### src/rtl/pc_sequencer_if.sv
// Purpose : bundles the fetch/commit handshake and PC outputs of pc_sequencer.
// Ports   : master = datapath/memory side (drives PCSrc, PC_Target, halt, imem_ready);
//           slave  = pc_sequencer (drives imem_req, PC, PC_Plus_4, instr_valid, retired, misalign).
interface pc_sequencer_if;
    logic        PCSrc;
    logic [31:0] PC_Target;
    logic        halt;
    logic        imem_ready;
    logic        imem_req;
    logic [31:0] PC;
    logic [31:0] PC_Plus_4;
    logic        instr_valid;
    logic [31:0] retired;
    logic        misalign;

    modport master (
        output PCSrc, PC_Target, halt, imem_ready,
        input  imem_req, PC, PC_Plus_4, instr_valid, retired, misalign
    );

    modport slave (
        input  PCSrc, PC_Target, halt, imem_ready,
        output imem_req, PC, PC_Plus_4, instr_valid, retired, misalign
    );
endinterface

### src/rtl/pc_sequencer.sv
// Purpose : program counter sequencer; IDLE -> FETCH (wait on imem_ready) -> HALTED.
// Latency : instr_valid is combinational with imem_ready; PC/retired update at the commit edge.
// Backpressure: imem_ready=0 holds PC and the fetch request; halt on commit stops fetching until reset.
// Ports   : clk, reset (sync, active-high), bus (pc_sequencer_if.slave).
// Config  : define PC_MISALIGN_TRAP_EN to trap misaligned redirects to TRAP_VECTOR;
//           otherwise redirect targets are word-aligned and misalign stays 0.
module pc_sequencer #(
    parameter logic [31:0] RESET_VECTOR = 32'h0000_0000,
    parameter logic [31:0] TRAP_VECTOR  = 32'h0000_0100
) (
    input  logic           clk,
    input  logic           reset,
    pc_sequencer_if.slave  bus
);

`ifdef PC_MISALIGN_TRAP_EN
    localparam bit TRAP_EN = 1'b1;
`else
    localparam bit TRAP_EN = 1'b0;
`endif

    typedef enum logic [1:0] {
        IDLE   = 2'd0,
        FETCH  = 2'd1,
        HALTED = 2'd2
    } state_t;

    state_t      state;
    state_t      state_nxt;
    logic        commit;
    logic        fetch_req;
    logic        target_misaligned;
    logic        trap;
    logic [31:0] pc_q;
    logic [31:0] pc_plus_4;
    logic [31:0] pc_nxt;
    logic [31:0] retired_q;
    logic        misalign_q;

    // State register
    always_ff @(posedge clk) begin
        if (reset) begin
            state <= IDLE;
        end else begin
            state <= state_nxt;
        end
    end

    // Next-state logic
    always_comb begin
        state_nxt = state;
        case (state)
            IDLE:    state_nxt = FETCH;
            FETCH:   if (commit && bus.halt) state_nxt = HALTED;
            HALTED:  state_nxt = HALTED;
            default: state_nxt = IDLE;
        endcase
    end

    // Output logic; reset gates the request so nothing commits while reset is held,
    // even when the state register still says FETCH.
    always_comb begin
        fetch_req = 1'b0;
        if (state == FETCH && !reset) fetch_req = 1'b1;
        commit = fetch_req && bus.imem_ready;
    end

    assign pc_plus_4         = pc_q + 32'd4;
    assign target_misaligned = (bus.PC_Target[1:0] != 2'b00);
    // Only a taken redirect can trap; a misaligned target on the fall-through path is ignored.
    assign trap              = TRAP_EN && bus.PCSrc && target_misaligned;

    always_comb begin
        pc_nxt = pc_plus_4;
        if (bus.PCSrc) begin
            if (trap) pc_nxt = TRAP_VECTOR;
            else      pc_nxt = {bus.PC_Target[31:2], 2'b00};
        end
    end

    // PC, retire counter and misalign pulse; all frozen outside of a commit.
    always_ff @(posedge clk) begin
        if (reset) begin
            pc_q       <= RESET_VECTOR;
            retired_q  <= 32'd0;
            misalign_q <= 1'b0;
        end else begin
            misalign_q <= commit && trap;
            if (commit) begin
                pc_q      <= pc_nxt;
                retired_q <= retired_q + 32'd1;
            end
        end
    end

    assign bus.imem_req    = fetch_req;
    assign bus.instr_valid = commit;
    assign bus.PC          = pc_q;
    assign bus.PC_Plus_4   = pc_plus_4;
    assign bus.retired     = retired_q;
    assign bus.misalign    = misalign_q;

endmodule
### src/flat_wrapper.sv
// flat-port wrapper written by rule: the top's interface ports become plain ports
module pc_sequencer_flat 
#(
    parameter logic [31:0] RESET_VECTOR = 32'h0000_0000,
    parameter logic [31:0] TRAP_VECTOR  = 32'h0000_0100
)
  (clk, reset, bus_PCSrc, bus_PC_Target, bus_halt, bus_imem_ready, bus_imem_req, bus_PC, bus_PC_Plus_4, bus_instr_valid, bus_retired, bus_misalign);
  pc_sequencer_if bus_i ();
  input  logic clk;
  input  logic reset;
  input wire logic [$bits(bus_i.PCSrc)-1:0] bus_PCSrc;
  input wire logic [$bits(bus_i.PC_Target)-1:0] bus_PC_Target;
  input wire logic [$bits(bus_i.halt)-1:0] bus_halt;
  input wire logic [$bits(bus_i.imem_ready)-1:0] bus_imem_ready;
  output wire logic [$bits(bus_i.imem_req)-1:0] bus_imem_req;
  output wire logic [$bits(bus_i.PC)-1:0] bus_PC;
  output wire logic [$bits(bus_i.PC_Plus_4)-1:0] bus_PC_Plus_4;
  output wire logic [$bits(bus_i.instr_valid)-1:0] bus_instr_valid;
  output wire logic [$bits(bus_i.retired)-1:0] bus_retired;
  output wire logic [$bits(bus_i.misalign)-1:0] bus_misalign;
  assign bus_i.PCSrc = bus_PCSrc;
  assign bus_i.PC_Target = bus_PC_Target;
  assign bus_i.halt = bus_halt;
  assign bus_i.imem_ready = bus_imem_ready;
  assign bus_imem_req = bus_i.imem_req;
  assign bus_PC = bus_i.PC;
  assign bus_PC_Plus_4 = bus_i.PC_Plus_4;
  assign bus_instr_valid = bus_i.instr_valid;
  assign bus_retired = bus_i.retired;
  assign bus_misalign = bus_i.misalign;
  pc_sequencer #(.RESET_VECTOR(RESET_VECTOR), .TRAP_VECTOR(TRAP_VECTOR)) u_core (.clk(clk), .reset(reset), .bus(bus_i));
endmodule
### config.mk
export PLATFORM = sky130hd
export DESIGN_NAME = pc_sequencer_flat
export DESIGN_NICKNAME = d
export VERILOG_FILES = /design/src/rtl/pc_sequencer_if.sv /design/src/rtl/pc_sequencer.sv /design/src/flat_wrapper.sv
export SDC_FILE = /design/constraint.sdc
export NUM_CORES = 1
export LEC_CHECK = 0
export CAP_MARGIN = 20
export CORE_MARGIN = 2
export CORE_UTILIZATION = 35
export CTS_CLUSTER_DIAMETER = 50
export DETAILED_ROUTE_END_ITERATION = 16
export GPL_TIMING_DRIVEN = 0
export PLACE_DENSITY_LB_ADDON = 0.12
export RECOVER_POWER = 50
export SYNTH_ARGS = -nofsm -noshare
export SYNTH_HDL_FRONTEND = slang
export SYNTH_SLANG_ARGS = --single-unit
### constraint.sdc
create_clock -name clk -period 2.5 [get_ports clk]
set_input_delay 0.375 -clock clk [delete_from_list [all_inputs] [get_ports clk]]
set_output_delay 0.375 -clock clk [all_outputs]
set_load 0.03 [all_outputs]
### After elaboration in Yosys (flattened, before gate mapping)

Cells that the tools add are included.

* register bits after elaboration: 66
* bits of input ports: 37
* output and inout port bits: 99
* logic and storage cells: 17

* add/subtract/negate cells: 2
* equal/unequal tests: 3
* muxes and demuxes: 4
* reductions and logical operators: 5

Operators by type and width (number)
* $add 32x1->32 const B: 1
* $add 32x3->32 const B: 1
* $mux 32: 1
* $pmux 2 s3: 1
* $logic_and 1x1->1: 3
* $eq 2x1->1 const B: 1
* $eq 2x2->1 const B: 1
* $logic_not 2->1: 1
* $mux 2: 1
* $ne 2x1->1 const B: 1
* $logic_not 1->1: 1
* $mux 1: 1

### Logic depth before layout (Yosys ltp)

* depth in word-level cells: 7
* mapped depth: 9
* gate-level depth less buffers: 8

### Least setup slack after synthesis

No wires, ideal clock.

* kind: register -> output
* start point: reg u_core.pc_q[2] (netlist: u_core.bus.PC[2])
* end point: out bus_PC_Plus_4[30]
* arrival: 2.284 ns
* data required time: 2.125 ns
* setup slack: -0.159 ns
* cell stages (with the launch flop): 6
* buffers on the path: 0
* cell sequence: dfxtp_1 ha_1 nand3_1 nor4_2 nand4_1 xnor2_1

* word-level cells in the longest chain between the ends: 1

RTL lines
* start, declared: line pc_sequencer.sv:34 `logic [31:0] pc_q;`
* start signal, assigned: line pc_sequencer.sv:90 `pc_q <= pc_nxt;`
* $add 32x3->32: line pc_sequencer.sv:68 `assign pc_plus_4 = pc_q + 32'd4;`
* end, declared: line flat_wrapper.sv:17 `output wire logic [$bits(bus_i.PC_Plus_4)-1:0] bus_PC_Plus_4;`

Every way passes these cells.

### Final worst setup path

* start point: reg u_core.pc_q[5] (netlist: u_core.bus.PC[5])
* end point: out bus_PC_Plus_4[29]

The elaborated chain is that of the path after synthesis.

==> results_dict.tcl <==
set metrics [dict create \
    outcome "finished clean" \
    grt_busiest_layer "met2" \
    finalClockSkew_ps 16.5 \
    die_area_um2 11400 \
    final_core_util_pct 56.0 \
    yosysSeqAreaShare_pct 34.8 \
    max_freq_mhz 406 \
    dr.pass1.iters 5 \
    synth_top_area_cell "dfxtp_1" \
    worstPathRequired_ps 2120 \
    worst_r2r_path_depth 9 \
    worst_slew_pin_slew_ps 654 \
    area_growth_pct 56.3 \
    dpl_cell_area_um2 5210 \
    vias 3934 \
    floorplan.initialDensity_pct 35.8 \
    min_path_type "reg -> reg" \
    rows 37 \
    ioPinCount 136 \
    syn-cell-area_um2 3680 \
    grt_util_met2_pct 35.0 \
    hold_viol 0 \
    path_clk_slew_ps 70 \
    synth_edf_count 0 \
    post_drt_via_cell_ratio 5.26 \
    use_met3_pct 4.19 \
    wirelength_um 12100 \
    cts-root-buf "clkbuf_8" \
    num_antenna_cells 0 \
    cts.sinks 64 \
    setup_slack_ps 39.0 \
    tritoncts "yes" \
    grt_pass1_vias 3825 \
    syn_inst 439 \
    critPathArrivalTime_ps 2090 \
    crit_type "reg -> out" \
    final.min_clock_period_ps 2460 \
    r2r_slack_ps 200 \
    die_w_um 107 \
    syn_avg_cell_area_um2 8.39 \
    ctsHoldBuffers 0 \
    yosys_register_bits 64 \
    grt_first_pass_wirelength_um 19400 \
    ys.flop_type "dfxtp_1" \
    worstHoldStart "u_core.state[1]" \
    slew_viol_final 0 \
    hold_depth 2 \
    yosysWarnings 0 \
    hpwl_um 8390 \
    coreArea_um2 10300 \
    antenna_found_initial 0 \
    powerDensity_nw_per_um2 507 \
    clk_latency_ps 350 \
    htreeDepth 3 \
    port_buffers 127 \
    tritoncts.num_buffers 9 \
    drt-initial-drc-count 145 \
    drive_above_1_share_pct 21.4 \
    clk_path_buf_depth 2 \
    gp_congestion 0.780 \
    async_flop_share_pct 0 \
    nets 648 \
    post-route-period-util_pct 98.4 \
    yosys.area.top_type_share_pct 34.8 \
    crit_path_start_kind "flop" \
    timing.slew.headroom_pct 56.4 \
    ir_drop_v 0.000341 \
    fin_area_um2 5760 \
    setup_viol 0 \
    end_kind "output port" \
    place_ws_ps -591 \
    die_y_um 107 \
    reg2reg_from "u_core.state[1]" \
    finalPower_mw 2.92 \
    whs_endpoint "u_core.state[1]" \
    route.detailed.drc 0 \
    synth_area_leaders "dfxtp_1 35%, xor2_1 8.6%, nor2_1 5.0%, xnor2_1 5.0%, o21ai_0 4.3%" \
    ys_types 57 \
    met1_usage_pct 28.8 \
    reg2reg_to "u_core.bus.PC[29]" \
    wl_per_cell_um 16.2 \
    crit_fanout 7 \
    drv_cap 0 \
    gr-total-overflow 0 \
    grt_usage_pct 21.3 \
    ant_nets 0 \
    rsz0062_at_grt "true" \
    grt_max_degree 15 \
    p_leak_nw 2.56 \
]
-- report_power, final --
part / total, mW / switching (mW) / internal [mW]
sequential: 1.18 / 0.0938 / 1.08
clock: 0.906 / 0.446 / 0.460
combinational: 0.833 / 0.485 / 0.348
-- flip-flops by register name, summed over array words and instances (netlist names) --
name,flops
u_core.bus.retired,32
u_core.state,2
u_core.bus.PC,30
-- worst max-delay path by stage --
stage,slack (ps),endpoint,start,depth (start not counted)
3_3_place_gp,-640,bus_PC_Plus_4[30],u_core.bus.PC[2],6
6_report,40,bus_PC_Plus_4[29],u_core.bus.PC[5],8
3_5_place_dp,-590,bus_PC_Plus_4[30],u_core.bus.PC[3],6
5_1_grt,-70,bus_PC_Plus_4[29],u_core.bus.PC[5],8
4_1_cts,-70,bus_PC_Plus_4[30],u_core.bus.PC[14],6
2_1_floorplan,0.4,bus_PC_Plus_4[30],u_core.bus.PC[2],5
-- Yosys cell counts (all sizes together), types with 2 or more instances --
library cell and number:
dfxtp 64, nor2 49, xor2 36, o21ai 32, nand4 26, nand2 25
nand3 24, xnor2 21, and3 20, clkbuf 20, buf 14, a22oi 10
nor3 10, a21oi 8, and4 7, inv 7, nor4 7, and2 6
nand3b 5, ha 4, mux2i 4, nor3b 4, o2bb2ai 4, or3 4
a211o 3, a221o 3, a31oi 2, a41oi 2, nand2b 2, o211ai 2
o311ai 2
-- logic make-up after synthesis --
logic type | after synthesis | synth area share [%]
adders and majority gates | 4 | 1.36
and+or+nand+nor | 195 | 30.4
muxes | 4 | 1.09
other | 1 | 0.102
DFF | 64 | 34.8
xor gates and xnor gates | 57 | 13.6
AOI/OAI and AO/OA | 73 | 12.7
buffers and inverters | 41 | 5.98
-- cells in the final DEF (no fill, tap or decap), types with 5 or more instances in the layout --
cell,instances
xor2_1,35
dfxtp_1,49
clkbuf_1,16
dlygate4sd3_1,25
buf_4,34
inv_1,6
nand2_1,23
conb_1,5
a21oi_1,8
and3_1,17
dfxtp_2,10
clkdlybuf4s50_1,76
xnor2_2,11
and2_1,6
xnor2_1,10
nand3_1,22
nor2_1,48
dfxtp_4,5
buf_6,9
and4_1,6
a22oi_1,10
buf_2,10
o21ai_0,32
dlygate4sd2_1,7
clkbuf_8,10
nand4_1,25
-- routing by layer --
| metal | vias up | wire [um] |
|---|---|---|
| li1 | 1910 | - |
| met1 | 1867 | 5320 |
| met2 | 139 | 5890 |
| met3 | 18 | 740 |
| met4 | 0 | 161 |
| met5 | - | 0 |
-- worst max-delay path: stages, from the launching register on --
cell	delay (ps)
dfxtp_2	340
buf_6	110
nand4_4	150
nor4_4	330
buf_6	180
and3_4	260
nand2_4	60
xnor2_2	160
buf_6	150
-- timing repair --
| action | in CTS | in global routing |
|---|---|---|
| cloned | 1 | 0 |
| endpoints found under the setup margin | 26 | 21 |
| pin swaps | 8 | 4 |
| buffers inserted | 15 | 13 |
| gates resized for setup | 109 | 49 |
-- cell type report --
type | instances | area (um2)
multi-input combinational | 339 | 2420
clock buffer | 9 | 124
sequential | 64 | 1310
buffer | 31 | 184
timing repair buffer | 155 | 1450
fill | 999 | 4520
clock inverter | 7 | 72.6
inverter | 7 | 30.0
tap | 136 | 170
-- stage by stage --
step           hold WS (ps)  TNS (ps)  instances
2_1_floorplan           463         0        443
3_3_place_gp            479     -7810        706
3_5_place_dp            492     -7690        706
4_1_cts                 509     -72.1        736
5_1_grt                 529      -226        748
6_report                500         0        748
Power figures use the tool's default switching activity.
